`src/rtl/seg_scan_595.sv`:
```
// seg_scan_595: multiplexed 8-digit seven-segment driver behind a 16-bit 74HC595 chain.
//
// Each digit period is LOAD -> SHIFT -> LATCH -> HOLD. LOAD snapshots the current digit's
// code, enable and dot bit into a 16-bit frame {seg[7:0], sel[7:0]}. SHIFT clocks the frame
// out MSB first on ser/sclk. LATCH pulses rclk so the 595 outputs update. HOLD keeps the
// digit lit for DIGIT_HOLD cycles before the next digit index loads.
//
// All outputs are registered from the state and counters, so they trail the FSM state by
// one clk cycle. ser and sclk come from the same flop stage, so ser only ever changes on
// an edge where sclk is, or becomes, low.
//
// Parameters:
//   SCLK_HALF      clk cycles per sclk half period; also the rclk pulse width (1..255)
//   DIGIT_HOLD     clk cycles each digit stays latched (1..2^20-1)
//   SEG_ACTIVE_LOW 1: invert the segment byte in the frame
//   SEL_ACTIVE_LOW 1: selected digit driven 0, all others 1
//
// Ports:
//   clk          only clock, rising edge
//   rst          synchronous active-high reset
//   seg_data     digit i code at [5i+4:5i]
//   seg_data_en  bit i enables digit i
//   seg_dot_en   bit i lights the dp segment of digit i
//   ser          serial data to the 595 chain
//   sclk         595 shift clock
//   rclk         595 storage latch
//   frame_done   one-cycle pulse as the digit 7 rclk pulse ends

module seg_scan_595 #(
  parameter int unsigned SCLK_HALF      = 2,
  parameter int unsigned DIGIT_HOLD     = 12000,
  parameter bit          SEG_ACTIVE_LOW = 1'b1,
  parameter bit          SEL_ACTIVE_LOW = 1'b1
) (
  input  logic        clk,
  input  logic        rst,
  input  logic [39:0] seg_data,
  input  logic [7:0]  seg_data_en,
  input  logic [7:0]  seg_dot_en,
  output logic        ser,
  output logic        sclk,
  output logic        rclk,
  output logic        frame_done
);

  localparam logic [1:0] StLoad  = 2'd0;
  localparam logic [1:0] StShift = 2'd1;
  localparam logic [1:0] StLatch = 2'd2;
  localparam logic [1:0] StHold  = 2'd3;

  // phase counter spans one full sclk period during SHIFT and one half period in LATCH
  localparam logic [8:0]  PhaseLast = 9'(2 * SCLK_HALF - 1);
  localparam logic [8:0]  HalfCnt   = 9'(SCLK_HALF);
  localparam logic [8:0]  HalfLast  = 9'(SCLK_HALF - 1);
  localparam logic [19:0] HoldLast  = 20'(DIGIT_HOLD - 1);

  logic [1:0]  state_q, state_d;
  logic [2:0]  digit_q, digit_d;
  logic [8:0]  phase_q, phase_d;
  logic [3:0]  bit_q, bit_d;
  logic [19:0] hold_q, hold_d;
  logic [15:0] frame_q, frame_d;
  logic        ser_q, ser_d;
  logic        sclk_q, sclk_d;
  logic        rclk_q, rclk_d;
  logic        done_q, done_d;

  logic [4:0]  cur_code;
  logic        cur_en;
  logic        cur_dot;
  logic [7:0]  dec_seg;
  logic [7:0]  seg_raw;
  logic [7:0]  sel_raw;
  logic [7:0]  seg_byte;
  logic [7:0]  sel_byte;
  logic [15:0] load_frame;

  // Fields of the digit currently addressed; only consumed in LOAD.
  always_comb begin
    cur_code = seg_data[5 * 32'(digit_q) +: 5];
    cur_en   = seg_data_en[digit_q];
    cur_dot  = seg_dot_en[digit_q];
  end

  // Active-high {dp,g,f,e,d,c,b,a}. Codes 10/11 form the two halves of a '+' across
  // two adjacent digits.
  always_comb begin
    dec_seg = 8'h00;
    case (cur_code)
      5'd0:    dec_seg = 8'h3F;
      5'd1:    dec_seg = 8'h06;
      5'd2:    dec_seg = 8'h5B;
      5'd3:    dec_seg = 8'h4F;
      5'd4:    dec_seg = 8'h66;
      5'd5:    dec_seg = 8'h6D;
      5'd6:    dec_seg = 8'h7D;
      5'd7:    dec_seg = 8'h07;
      5'd8:    dec_seg = 8'h7F;
      5'd9:    dec_seg = 8'h6F;
      5'd10:   dec_seg = 8'h70;
      5'd11:   dec_seg = 8'h46;
      5'd12:   dec_seg = 8'h40;
      5'd13:   dec_seg = 8'h63;
      5'd14:   dec_seg = 8'h52;
      5'd15:   dec_seg = 8'h79;
      5'd16:   dec_seg = 8'h00;
      5'd17:   dec_seg = 8'h50;
      5'd18:   dec_seg = 8'h48;
      default: dec_seg = 8'h00;
    endcase
  end

  // A disabled digit drives no segments and selects nothing; polarity is applied last so
  // a disabled digit still turns every output off in either polarity.
  always_comb begin
    if (cur_en) begin
      seg_raw = dec_seg | {cur_dot, 7'b000_0000};
      sel_raw = 8'h01 << digit_q;
    end else begin
      seg_raw = 8'h00;
      sel_raw = 8'h00;
    end
    seg_byte   = SEG_ACTIVE_LOW ? ~seg_raw : seg_raw;
    sel_byte   = SEL_ACTIVE_LOW ? ~sel_raw : sel_raw;
    load_frame = {seg_byte, sel_byte};
  end

  always_comb begin
    state_d = state_q;
    digit_d = digit_q;
    phase_d = phase_q;
    bit_d   = bit_q;
    hold_d  = hold_q;
    frame_d = frame_q;
    ser_d   = 1'b0;
    sclk_d  = 1'b0;
    rclk_d  = 1'b0;
    done_d  = 1'b0;

    case (state_q)
      StLoad: begin
        frame_d = load_frame;
        phase_d = 9'd0;
        bit_d   = 4'd15;
        state_d = StShift;
      end

      StShift: begin
        // first half of each bit period: sclk low, second half: sclk high
        ser_d  = frame_q[bit_q];
        sclk_d = (phase_q >= HalfCnt);
        if (phase_q == PhaseLast) begin
          phase_d = 9'd0;
          if (bit_q == 4'd0) begin
            state_d = StLatch;
          end else begin
            bit_d = bit_q - 4'd1;
          end
        end else begin
          phase_d = phase_q + 9'd1;
        end
      end

      StLatch: begin
        // ser keeps the last bit so it does not move while rclk is high
        ser_d  = frame_q[0];
        rclk_d = 1'b1;
        if (phase_q == HalfLast) begin
          phase_d = 9'd0;
          hold_d  = 20'd0;
          state_d = StHold;
        end else begin
          phase_d = phase_q + 9'd1;
        end
      end

      StHold: begin
        done_d = (hold_q == 20'd0) && (digit_q == 3'd7);
        if (hold_q == HoldLast) begin
          hold_d  = 20'd0;
          digit_d = digit_q + 3'd1;
          state_d = StLoad;
        end else begin
          hold_d = hold_q + 20'd1;
        end
      end

      default: begin
        state_d = StLoad;
      end
    endcase
  end

  always_ff @(posedge clk) begin
    if (rst) begin
      state_q <= StLoad;
      digit_q <= 3'd0;
      phase_q <= 9'd0;
      bit_q   <= 4'd0;
      hold_q  <= 20'd0;
      frame_q <= 16'h0000;
      ser_q   <= 1'b0;
      sclk_q  <= 1'b0;
      rclk_q  <= 1'b0;
      done_q  <= 1'b0;
    end else begin
      state_q <= state_d;
      digit_q <= digit_d;
      phase_q <= phase_d;
      bit_q   <= bit_d;
      hold_q  <= hold_d;
      frame_q <= frame_d;
      ser_q   <= ser_d;
      sclk_q  <= sclk_d;
      rclk_q  <= rclk_d;
      done_q  <= done_d;
    end
  end

  assign ser        = ser_q;
  assign sclk       = sclk_q;
  assign rclk       = rclk_q;
  assign frame_done = done_q;

endmodule

```
`config.mk`:
```
export PLATFORM = sky130hd
export DESIGN_NAME = seg_scan_595
export DESIGN_NICKNAME = d
export VERILOG_FILES = /design/src/rtl/seg_scan_595.sv
export SDC_FILE = /design/constraint.sdc
export NUM_CORES = 1
export LEC_CHECK = 0
export BUFFER_PORTS_ARGS = -buffer_cell sky130_fd_sc_hd__buf_2
export CELL_PAD_IN_SITES_DETAIL_PLACEMENT = 2
export CELL_PAD_IN_SITES_GLOBAL_PLACEMENT = 2
export CORE_MARGIN = 4
export CORE_UTILIZATION = 35
export DETAILED_ROUTE_END_ITERATION = 16
export PLACE_DENSITY_LB_ADDON = 0.05
export SLEW_MARGIN = 20
export SYNTH_ARGS = -nofsm -noshare
export SYNTH_HDL_FRONTEND = slang
export SYNTH_SLANG_ARGS = --single-unit
```
`constraint.sdc`:
```
create_clock -name clk -period 3 [get_ports clk]
set_input_delay 0.45 -clock clk [delete_from_list [all_inputs] [get_ports clk]]
set_output_delay 0.45 -clock clk [all_outputs]
set_load 0.03 [all_outputs]
```
# [Yosys cells after proc, flatten, opt, wreduce, memory -nomap -nowiden]
# Memory sizes are Yosys's and may differ from the RTL's.
# Index checks and enable logic that the tools add are counted.
[word_totals] reg_bits=58 romBits=224 in_bits=58 output_inout_bits=4 elab_cells=75 n_memories=1
[op_classes] n_addsub=4 multipliers=1 order_cmp=3 n_eq_ne=12 shifts=2 mux=24 bitwise_logic=5 reduce_logical=13
[memory_table] memory="(no name shown)" depth=32 width=7 read_ports=1 rd_ports_with_merged_regs=0 write_ports=0 line="89" text="case (cur_code)"
[ops] op="$mux 20" n=2
[ops] op="$pmux 20 s2" n=1
[ops] op="$shiftx 40x7->5" n=1
[ops] op="$pmux 9 s3" n=1
[ops] op="$add 20x1->20 const B" n=1
[ops] op="$eq 20x14->1 const B" n=1
[ops] op="$logic_not 20->1" n=1
[ops] op="$mux 9" n=2
[ops] op="$mux 8" n=2
[ops] op="$not 8->8" n=2
[ops] op="$ne 2x2->1 const B" n=5
[ops] op="$add 9x1->9 const B" n=1
[ops] op="$eq 9x1->1 const B" n=1
[ops] op="$eq 9x2->1 const B" n=1
[ops] op="$ge 9x2->1 const B" n=1
[ops] op="$mux 2" n=4
[ops] op="$mux 4" n=2
[ops] op="$or 8x8->8" n=1
[ops] op="$pmux 2 s4" n=1
[ops] op="$pmux 4 s2" n=1
[ops] op="$shl 1x3->8 const A" n=1
[ops] op="$bmux 1 s3" n=2
[ops] op="$mul 3x3->6 const A" n=1
[ops] op="$lt 4x5->1 const B" n=1
[ops] op="19 further kinds" n=27

# [Logic depth before layout (Yosys ltp)]
# Gate-level depths: netlist of run 1.
# An unclocked memory read counts as a cell.
[logic_depth] word_depth=6 mapped_depth=9 mapped_depth_nobuf=7

# [Least setup slack after synthesis of run 1]
# No wires, ideal clock.
[synth_timing] kind="register -> register" from="register digit_q[1]" to="register frame_q[11]" setup_ns=0.103 arrival_time_ns=2.419 required_time_ns=2.897 slack_ns=0.478 stages_incl_launch_ff=10 path_buffers=2 synth_period_minus_slack_ns=2.522 path_cell_list="dfxtp_1 -> clkbuf_1 -> buf_2 -> mux4_2 -> mux2i_1 -> inv_1 -> ha_1 -> mux2i_1 -> mux2i_1 -> a2111oi_2"
[synth_between] elab_chain_len=6 elab_cells_between_ends=8 cone_classes="mul: 1; shift: 1; mux: 3; bitwise: 2; memory: 1"
[synth_lines] element="from (decl)" line="58" text="logic [2:0] digit_q, digit_d;"
[synth_lines] element="from (signal assigned)" line="208" text="digit_q <= digit_d;"
[synth_lines] element="$mul 3x3->6" line="80" text="cur_code = seg_data[5 * 32'(digit_q) +: 5];"
[synth_lines] element="$shiftx 40x7->5" line="80"
[synth_lines] element="$mem_v2 32x7"
[synth_lines] element="$or 8x8->8" line="117" text="seg_raw = dec_seg | {cur_dot, 7'b000_0000};"
[synth_lines] element="$mux 8 *" line="116" text="if (cur_en) begin"
[synth_lines] element="$not 8->8 *" line="123" text="seg_byte = SEG_ACTIVE_LOW ? ~seg_raw : seg_raw;"
[synth_lines] element="to (signal assigned)" line="212" text="frame_q <= frame_d;"
[synth_lines] element="to (decl)" line="62" text="logic [15:0] frame_q, frame_d;"
# Every way passes the cells marked *; elsewhere a longest branch is shown, timed or not. The select of a mux whose other input is x is not followed.
# A chain may end at the register's enable or synchronous reset.

# [Worst setup path after layout of run 1]
[layout_timing] from="register digit_q[0]" to="register frame_q[11]"
# Same word-level chain as after synthesis.

==> metrics.csv, run 1 <==
metric;value;unit
whs;0.493;ns
synth.top_cells.by_area;sky130_fd_sc_hd__dfxtp_1 (31%), sky130_fd_sc_hd__mux4_2 (10%), sky130_fd_sc_hd__ha_1 (8.8%);
async_set_or_reset_register_ratio_after_synthesis;0;
slew_headroom;0.493;
power.net_switching;0.844;mW
worstPathRequired;3.24;ns
dp_hpwl;8300;um
synth.yosys.seq_area_share;0.313;
htree_levels;3;
core_region_area;10300;um^2
power_frac_comb;0.293;
drive_above_1_share;0.240;
yosys-top-cells-count;sky130_fd_sc_hd__dfxtp_1 (58), sky130_fd_sc_hd__nor2_1 (56), sky130_fd_sc_hd__nand2_1 (29);
drt-initial-drc-count;104;
numPortBuffers;61;
max-vdd-ir-drop;0.000244;V
cp_max_fo;8;
die_h;111;um
critical_path_source_type;flop;
grt_first_pass_wirelength;18200;um
groute.usage.overall;0.178;
share_clk_of_total_power;0.302;
growth_of_design_area_from_synthesis_to_finish;17.6;%
netlist_area;3710;um^2
cts_tree;built;
share_seq_of_total_power;0.404;
cellPowerDensity;577;nW/um^2
routed_wire_length_per_instance;17.7;um
floorplan.die_area;12300;um^2
route.antenna.remaining_nets;0;
worst-slew-pin-transition;0.760;ns
min_path_type;flop to flop;
power.share.switching;0.335;
yosysTopAreaCell;sky130_fd_sc_hd__dfxtp_1;
fp-row-count;37;
synth.ff_latch_count;58;
cts_setup_buffers;0;
min_period_over_period;0.839;
initial_core_utilization;0.359;
fin_worst_skew;0.0172;ns
synth.avg_cell_area;9.19;um^2
report.power.total;2.52;mW
achievable-frequency;0.397;GHz
gp_routability_congestion;0.744;
clkSlewWorstSetupHoldPaths;0.07;ns
worstSkewPairLatency;0.34;ns
drc;0;
dp_cells;592;
via_count;3237;
global_route.peak_usage_layer;met2;
antenna_cells;0;
timing_worst_setup_path_type;flop to flop;
synth_enable_flop_cells;0;
unrepaired_setup_endpoints_after_global_routing;false;
number_of_detailed_routing_iterations_run_before_antenna_repair;4;
totalWireLength;10700;um
outcome;completed;
yosysWarningCount;0;
cts_hold_repair.buffers;0;
setup.worst_path.end_class;flop;
final_hold_viol_count;0;
grt_antenna_before_repair;0;
fin_cells;607;
clock_tree.buffer_depth;2;
ioPinCount;62;
synth.most_common_cell;sky130_fd_sc_hd__dfxtp_1;
standby_leakage_power;1.69;nW
overflow;0;
ctsRootBufferMaster;sky130_fd_sc_hd__clkbuf_8;
period_minus_slack;2.52;ns
route.detailed.vias_per_inst;5.33;
cts_inserted_buffers;9;
timing.critical_path.arrival;2.76;ns
clkSinkCount;58;
intPower;1.67;mW
drv_slew;0;
grt_max_degree;34;
post_cts.resized_instances;0;
yosys_most_used_dff;sky130_fd_sc_hd__dfxtp_1;
design.final.nets;551;
use_met1;0.242;
cap_violations;0;
synth.lib_cells_used.distinct;56;
fin_setup_tns;0;ns
die_x;111;um
synth_cells;404;
syn-num-nets;488;
vias_in_the_first_global_route;3600;
grt.met2_usage;0.293;
met3_use_gr;0.0284;
fillCellCount;1162;
setup_viol;0;
yosys.area.top_type_share;0.313;
[stage by stage]
step,worst slack [ns],instance area (um^2),utilization
final,0.482,4360,0.423
after CTS,0.453,4360,0.423
after floorplan,0.478,3710,-
after global routing,0.264,4360,0.423
after detailed placement,0.457,4160,0.403
after global placement,0.526,4160,0.403
[state kept, by name, indices dropped and copies added (netlist names)]
| name | flops |
|---|---|
| digit_q | 3 |
| ser | 1 |
| state_q | 2 |
| frame_q | 16 |
| hold_q | 20 |
| frame_done | 1 |
| phase_q | 9 |
| sclk | 1 |
| bit_q | 4 |
| rclk | 1 |
[final timing paths]
path / startpoint / endpoint / slack (ns) / cells after the start
worst min-delay path: frame_q[5]$_SDFFE_PP0N_ / frame_q[5]$_SDFFE_PP0N_ / 0.49 / 2
worst min register to register: frame_q[5]$_SDFFE_PP0N_ / frame_q[5]$_SDFFE_PP0N_ / 0.49 / 2
worst max-delay path: digit_q[0]$_SDFFE_PP0P_ / frame_q[11]$_SDFFE_PP0N_ / 0.48 / 7
worst max register to register: digit_q[0]$_SDFFE_PP0P_ / frame_q[11]$_SDFFE_PP0N_ / 0.48 / 7
[cell families (layout without fill, tap and decap cells)]
kind of cell,count (synthesis),after routing,synth area share
simple gates,160,160,0.216
compound gates,59,59,0.123
flops,58,58,0.313
buf+inv,40,107,0.0465
mux,34,34,0.151
xor+xnor,27,27,0.0637
fa+ha+maj,26,26,0.0877
[layout make-up]
type,count,area [um^2],share of cell area
Sequential cell,58,1160,0.266
Inverter,23,86.3,0.0198
Tap cell,136,170,0.0390
Multi-Input combinational cell,306,2380,0.545
Timing Repair Buffer,69,365,0.0837
Clock inverter,2,35.0,0.00803
Clock buffer,13,169,0.0387
[power groups by stage]
| stage | clock network [mW] | logic (mW) | registers (mW) |
|---|---|---|---|
| 3_5_place_dp | 0 | 0.737 | 1.04 |
| 4_1_cts | 0.784 | 0.745 | 1.02 |
| 6_report | 0.760 | 0.738 | 1.02 |
| 2_1_floorplan | 0 | 0.543 | 0.989 |
| 3_3_place_gp | 0 | 0.711 | 1.03 |
| 5_1_grt | 0.819 | 0.838 | 1.04 |
[worst max-delay path: stages (launching register included)]
cell,delay (ns)
sky130_fd_sc_hd__dfxtp_1,0.50
sky130_fd_sc_hd__mux4_2,0.55
sky130_fd_sc_hd__mux2_2,0.35
sky130_fd_sc_hd__inv_1,0.15
sky130_fd_sc_hd__ha_1,0.29
sky130_fd_sc_hd__mux2i_1,0.14
sky130_fd_sc_hd__mux2i_1,0.10
sky130_fd_sc_hd__a2111oi_2,0.34
[placed cells by master (no fill, tap or decap), types with 9 or more instances in the layout]
cell / instances
sky130_fd_sc_hd__a211oi_1: 9
sky130_fd_sc_hd__a21oi_1: 12
sky130_fd_sc_hd__buf_2: 61
sky130_fd_sc_hd__clkbuf_8: 12
sky130_fd_sc_hd__dfxtp_1: 58
sky130_fd_sc_hd__ha_1: 26
sky130_fd_sc_hd__inv_1: 22
sky130_fd_sc_hd__mux2i_1: 12
sky130_fd_sc_hd__mux4_2: 17
sky130_fd_sc_hd__nand2_1: 29
sky130_fd_sc_hd__nand3_1: 13
sky130_fd_sc_hd__nor2_1: 56
sky130_fd_sc_hd__nor3_1: 12
sky130_fd_sc_hd__nor4_1: 9
sky130_fd_sc_hd__xnor2_1: 17
sky130_fd_sc_hd__xor2_1: 10
[routing by layer]
layer,wire length [um],up-vias,part of all wire
met4,82,0,0.0076
met1,5310,1586,0.49
met3,228,9,0.021
met2,5110,49,0.48
met5,0,-,0
li1,-,1593,-
No activity file was read; power rests on OpenSTA's default activity.
==> run 2: changes to the inputs <==
==> constraint.sdc (replaced) <==
create_clock -name clk -period 2.5 [get_ports clk]
set_input_delay 0.375 -clock clk [delete_from_list [all_inputs] [get_ports clk]]
set_output_delay 0.375 -clock clk [all_outputs]
set_load 0.03 [all_outputs]
==> run 2 against run 1 <==
Effect of this change:
- clock-buffer cell count is 1 lower
- core utilization up 0.78 points
- final area grew 1.8%
- global-route usage is 0.68 points higher
- cell count grew 0.99%
- clock skew shrank 0.0060 ns
- via count grew 1.1%
- sequential power up 20%
- critical endpoint unchanged
- largest power group unchanged
==> metrics.csv, run 2 (synthesis results as in run 1) <==
metric;value;unit;change
routed_wire_length_per_instance;17.5;um;-1.0%
initial_core_utilization;0.359;;unchanged
drive_above_1_share;0.256;;+0.0159
ioPinCount;62;;unchanged
fin_worst_skew;0.0112;ns;-0.00605 ns
final_hold_viol_count;0;;unchanged
slowest_cell_delay_on_critical_path;0.48;ns;-0.07 ns
cts_hold_repair.buffers;0;;unchanged
grt_antenna_before_repair;0;;unchanged
route.detailed.vias_per_inst;5.34;;+0.12%
timing_worst_setup_path_type;flop to flop;;
numPortBuffers;61;;unchanged
power.share.switching;0.337;;+0.00146
overflow;0;;unchanged
floorplan.die_area;12300;um^2;unchanged
die_h;111;um;unchanged
most_prevalent_standard_cell_on_the_critical_path;sky130_fd_sc_hd__mux2i_1;;
min_period_over_period;0.946;;+0.107
htree_levels;3;;unchanged
critPathSlowestCell;sky130_fd_sc_hd__mux4_2;;
ctsRootBufferMaster;sky130_fd_sc_hd__clkbuf_8;;
critical-path-top-delay-family;multiplexers;;
gp_routability_congestion;0.811;;+9.0%
outcome;completed;;
max-vdd-ir-drop;0.000286;V;+17%
achievable-frequency;0.423;GHz;+6.4%
report.power.total;3.01;mW;+19%
unrepaired_setup_endpoints_after_global_routing;false;;
growth_of_design_area_from_synthesis_to_finish;19.8;%;
fp-row-count;37;;unchanged
clkSinkCount;58;;unchanged
intPower;1.99;mW;+19%
path_cells;buf_12, mux4_2, mux2_2, inv_2, ha_1, mux2i_1, mux2i_1, a2111oi_2;;
cts_tree;built;;
drv_slew;0;;unchanged
core_region_area;10300;um^2;unchanged
cap_violations;0;;unchanged
dp_cells;599;;+1.2%
most_frequent_cells_in_the_layout;sky130_fd_sc_hd__buf_2 (61), sky130_fd_sc_hd__dfxtp_1 (57), sky130_fd_sc_hd__nor2_1 (56);;
dp_hpwl;8420;um;+1.5%
min_path_type;flop to flop;;
cp_max_fo;8;;unchanged
critical_path_source_type;flop;;
number_of_detailed_routing_iterations_run_before_antenna_repair;4;;unchanged
standby_leakage_power;1.71;nW;+1.5%
fin_setup_tns;0;ns;unchanged
fin_cells;613;;+0.99%
timing.reg2reg.setup_slack;0.13;ns;-0.35 ns
largest_reg_flops;20;;unchanged
grt_first_pass_wirelength;18800;um;+3.3%
clock_tree.buffer_depth;2;;unchanged
clkSlewWorstSetupHoldPaths;0.07;ns;about the same
drc;0;;unchanged
setup_viol;0;;unchanged
antenna_cells;0;;unchanged
power.net_switching;1.01;mW;+20%
drt-initial-drc-count;168;;+62%
timing.critical_path.arrival;2.61;ns;-0.15 ns
fillCellCount;1172;;+0.86%
register_bank_with_the_most_flops;hold_q;;
vias_in_the_first_global_route;3706;;+2.9%
grt_max_degree;34;;unchanged
worstPathRequired;2.75;ns;-0.49 ns
worstSkewPairLatency;0.34;ns;about the same
worst-slew-pin-transition;0.646;ns;-0.114 ns
cts_inserted_buffers;9;;unchanged
totalWireLength;10700;um;about the same
design.final.nets;558;;+1.3%
setup.worst_path.end_class;flop;;
die_x;111;um;unchanged
crit_buf_inv;2;;+1
slew_headroom;0.569;;+0.0759
via_count;3273;;+1.1%
power_frac_comb;0.299;;+0.006
cellPowerDensity;676;nW/um^2;+17%
layout_commonest_cell;sky130_fd_sc_hd__buf_2;;
finish.utilization;0.430;;+0.00776
period_minus_slack;2.37;ns;-0.152 ns
route.antenna.remaining_nets;0;;unchanged
share_seq_of_total_power;0.406;;+0.002
groute.usage.overall;0.185;;+0.00677
share_clk_of_total_power;0.295;;-0.007
largest_registers;hold_q x20, frame_q x16, phase_q x9;;
-- run 2: layout make-up --
class / count / area [um^2] / share of cell area
well taps: 136 / 170 / 0.0383
clock buffers: 12 / 155 / 0.0349
multi-input cells: 306 / 2390 / 0.538
inverters: 23 / 86.3 / 0.0194
flip-flops and latches: 58 / 1160 / 0.262
repair buffers: 76 / 443 / 0.0997
clock inverters: 2 / 37.5 / 0.00845
-- run 2: power by group through the flow --
stage	sequential [mW]	combinational [mW]	clock, mW
floorplan	1.19	0.652	0
global placement	1.24	0.875	0
detailed placement	1.25	0.906	0
CTS	1.22	0.913	0.919
global route	1.25	1.02	0.962
finish	1.22	0.900	0.886
-- run 2: worst paths after layout --
| path | startpoint | depth (start not counted) | end |
|---|---|---|---|
| setup / recovery | digit_q[0]$_SDFFE_PP0P_ | 8 | frame_q[11]$_SDFFE_PP0N_ |
| hold / removal | frame_q[8]$_SDFFE_PP0N_ | 2 | frame_q[8]$_SDFFE_PP0N_ |
| setup reg to reg | digit_q[0]$_SDFFE_PP0P_ | 8 | frame_q[11]$_SDFFE_PP0N_ |
| hold reg to reg | frame_q[8]$_SDFFE_PP0N_ | 2 | frame_q[8]$_SDFFE_PP0N_ |
-- run 2: metrics by stage --
stage / instance area, um^2 / hold slack [ns] / setup slack, ns
global placement: 4240 / 0.475 / 0.129
floorplan: 3710 / 0.458 / 0.0795
CTS: 4430 / 0.497 / 0.0354
detailed placement: 4240 / 0.487 / 0.0523
finish: 4440 / 0.490 / 0.134
global route: 4440 / 0.513 / 0.00710
-- run 2: layer usage --
| metal | global-route usage | vias up | share of wire |
|---|---|---|---|
| li1 | - | 1601 | - |
| met1 | 0.245 | 1605 | 0.48 |
| met2 | 0.303 | 53 | 0.48 |
| met3 | 0.0388 | 14 | 0.028 |
| met4 | 0.0525 | 0 | 0.015 |
| met5 | 0 | - | 0 |
-- run 2: worst reg2reg max path, cell delays in order (launching register included) --
cell and delay, ns:
sky130_fd_sc_hd__dfxtp_2 0.35, sky130_fd_sc_hd__buf_12 0.14, sky130_fd_sc_hd__mux4_2 0.48, sky130_fd_sc_hd__mux2_2 0.30, sky130_fd_sc_hd__inv_2 0.09, sky130_fd_sc_hd__ha_1 0.28, sky130_fd_sc_hd__mux2i_1 0.16, sky130_fd_sc_hd__mux2i_1 0.11
sky130_fd_sc_hd__a2111oi_2 0.35
-- run 2: timing repair --
action                     4_1_cts  5_1_grt
gates resized for setup          0        3
setup endpoints to repair        0        2
buffers inserted                 0        0
==> run 3: changes to the inputs <==
--- a/config.mk
+++ b/config.mk
@@ -8,6 +8,7 @@
 export BUFFER_PORTS_ARGS = -buffer_cell sky130_fd_sc_hd__buf_2
 export CELL_PAD_IN_SITES_DETAIL_PLACEMENT = 2
 export CELL_PAD_IN_SITES_GLOBAL_PLACEMENT = 2
+export CORE_ASPECT_RATIO = 0.9
 export CORE_MARGIN = 4
 export CORE_UTILIZATION = 35
 export DETAILED_ROUTE_END_ITERATION = 16
==> run 3 against run 2 <==
Effect of this change:
- first-iteration DRC count down 1.8%
- die area about the same
- register-to-register slack got worse by 0.02 ns
- critical path depth unchanged
- clock-buffer cell count fell by 1
- global-route usage is 0.41 points higher
- core utilization increased by 1.9 points
- final area grew 4.1%
- highest routed layer unchanged
==> metrics.csv, run 3 (synthesis results as in run 1) <==
metric;value;unit;change
outcome;completed;;
final_hold_viol_count;0;;unchanged
timing.critical_path.arrival;2.61;ns;about the same
fin_cells;614;;+0.16%
worstPathRequired;2.72;ns;-0.03 ns
vias_in_the_first_global_route;3610;;-2.6%
most_frequent_cells_in_the_layout;sky130_fd_sc_hd__buf_2 (61), sky130_fd_sc_hd__dfxtp_1 (58), sky130_fd_sc_hd__nor2_1 (56);;
register_area;1160;um^2;-0.11%
drv_slew;0;;unchanged
hold_path_end;frame_q[7]$_SDFFE_PP0N_;;
most_prevalent_standard_cell_on_the_critical_path;sky130_fd_sc_hd__mux2i_1;;
route.antenna.remaining_nets;0;;unchanged
fp-row-count;35;;-5.4%
antenna_cells;0;;unchanged
numPortBuffers;61;;unchanged
slew_headroom;0.563;;-0.00650
setup_viol;0;;unchanged
period_minus_slack;2.39;ns;+0.0208 ns
grt_max_degree;34;;unchanged
initial_core_utilization;0.361;;+0.00114
floorplan.die_area;12300;um^2;about the same
cp_max_fo;13;;+5
multiInputGateArea;2390;um^2;unchanged
routed_wire_length_per_instance;18.0;um;+3.1%
standby_leakage_power;1.82;nW;+6.3%
die_h;106;um;-4.8%
register_bank_with_the_most_flops;hold_q;;
grt_first_pass_wirelength;18600;um;-0.81%
design.final.nets;564;;+1.1%
ioPinCount;62;;unchanged
timing.reg2reg.setup_slack;0.11;ns;-0.02 ns
setup.worst_path.end_class;flop;;
dp_cells;593;;-1.0%
cts_inserted_buffers;9;;unchanged
critPathSlowestCell;sky130_fd_sc_hd__mux4_2;;
fin_setup_tns;0;ns;unchanged
max-vdd-ir-drop;0.000580;V;+100%
clock_tree.buffer_depth;2;;unchanged
worst-slew-pin-transition;0.656;ns;+0.00975 ns
overflow;0;;unchanged
regToRegEndpoint;frame_q[11]$_SDFFE_PP0N_;;
worstSkewPairLatency;0.33;ns;about the same
clkSlewWorstSetupHoldPaths;0.05;ns;-0.02 ns
min_period_over_period;0.955;;+0.00832
ctsRootBufferMaster;sky130_fd_sc_hd__clkbuf_16;;
drc;0;;unchanged
drive_above_1_share;0.268;;+0.0123
critical-path-top-delay-family;multiplexers;;
achievable-frequency;0.419;GHz;-0.87%
cts_hold_repair.buffers;0;;unchanged
crit_buf_inv;2;;unchanged
layout_commonest_cell;sky130_fd_sc_hd__buf_2;;
die_x;117;um;+5.0%
growth_of_design_area_from_synthesis_to_finish;24.7;%;
timing_worst_setup_path_type;flop to flop;;
hold_depth;2;;unchanged
via_count;3361;;+2.7%
fillCellCount;1145;;-2.3%
drt-initial-drc-count;165;;-1.8%
slowest_cell_delay_on_critical_path;0.50;ns;+0.02 ns
route.detailed.vias_per_inst;5.47;;+2.5%
cts_tree;built;;
core_region_area;10300;um^2;-0.32%
groute.usage.overall;0.189;;+0.00408
largest_reg_flops;20;;unchanged
number_of_detailed_routing_iterations_run_before_antenna_repair;4;;unchanged
grt_antenna_before_repair;0;;unchanged
path_cells;buf_12, mux4_2, mux2_2, inv_2, ha_1, mux2i_1, mux2i_1, a2111oi_2;;
timing.reg2reg.worst_path_depth;8;;unchanged
cellPowerDensity;779;nW/um^2;+15%
gp_routability_congestion;0.750;;-7.5%
hold_path.startpoint;frame_q[7]$_SDFFE_PP0N_;;
largest_registers;hold_q x20, frame_q x16, phase_q x9;;
clkSinkCount;58;;unchanged
min_path_type;flop to flop;;
dp_hpwl;8330;um;-1.0%
reg2reg_from;digit_q[0]$_SDFFE_PP0P_;;
htree_levels;3;;unchanged
critical_path_source_type;flop;;
unrepaired_setup_endpoints_after_global_routing;false;;
totalWireLength;11100;um;+3.2%
cap_violations;0;;unchanged
fin_worst_skew;0.00458;ns;-0.00660 ns
-- run 3: changes by cell type in the layout (fill, tap and decap cells not counted) --
cell                         previous run  this run
sky130_fd_sc_hd__clkbuf_8              11         2
sky130_fd_sc_hd__bufinv_16              1         3
sky130_fd_sc_hd__clkbuf_16              0         9
sky130_fd_sc_hd__buf_4                 13        20
sky130_fd_sc_hd__clkinv_2               0         2
sky130_fd_sc_hd__buf_12                 2         1
sky130_fd_sc_hd__clkinvlp_4             1         0
sky130_fd_sc_hd__dfxtp_1               57        58
sky130_fd_sc_hd__clkbuf_1               1         0
sky130_fd_sc_hd__dfxtp_2                1         0
-- run 3: metal layers --
metal	GRT usage	vias to the layer above	routed length, um
met2	0.302	47	5210
met3	0.0390	12	300
met1	0.265	1684	5470
met4	0.0319	0	86
met5	0	-	0
li1	-	1618	-
-- run 3: area by class of cell --
cell class	instances	share of cell area
Inverter	23	0.0187
Timing Repair Buffer	82	0.103
Sequential cell	58	0.251
Tap cell	129	0.0349
Multi-Input combinational cell	306	0.516
Clock buffer	11	0.0546
Clock inverter	5	0.0216
-- run 3: where the power goes --
group	switching, mW	total [mW]	internal, mW
logic	0.511	0.926	0.415
clock network	0.423	1.45	1.02
registers	0.154	1.23	1.08
-- run 3: tightest hold or removal path: stages, from the launching register on --
cell,delay (ns)
sky130_fd_sc_hd__dfxtp_1,0.31
sky130_fd_sc_hd__nor2_1,0.09
sky130_fd_sc_hd__a211oi_1,0.05
-- run 3: what timing repair did --
item                       CTS  global route
setup buffers                0             5
setup endpoints to repair    0             3
resized for setup            0             2
-- run 3: how the worst max path moves through the flow --
stage,start,endpoint,cells past startpoint
detailed placement,digit_q[0]$_SDFFE_PP0P_,frame_q[11]$_SDFFE_PP0N_,8
finish,digit_q[0]$_SDFFE_PP0P_,frame_q[11]$_SDFFE_PP0N_,8
floorplan,digit_q[1]$_SDFFE_PP0P_,frame_q[11]$_SDFFE_PP0N_,9
CTS,digit_q[0]$_SDFFE_PP0P_,frame_q[11]$_SDFFE_PP0N_,8
global placement,digit_q[0]$_SDFFE_PP0P_,frame_q[11]$_SDFFE_PP0N_,8
global route,digit_q[0]$_SDFFE_PP0P_,frame_q[11]$_SDFFE_PP0N_,8
-- run 3: metrics by stage --
step / util / area [um^2] / setup slack (ns) / hold WS [ns] / power [mW]
final: 0.450 / 4630 / 0.113 / 0.497 / 3.60
after global routing: 0.450 / 4630 / 0.00488 / 0.525 / 3.83
after CTS: 0.445 / 4580 / 0.00873 / 0.500 / 3.65
after detailed placement: 0.411 / 4230 / 0.0332 / 0.486 / 2.15
after global placement: 0.411 / 4230 / 0.126 / 0.479 / 2.12
after floorplan: - / 3710 / 0.0795 / 0.458 / 1.84
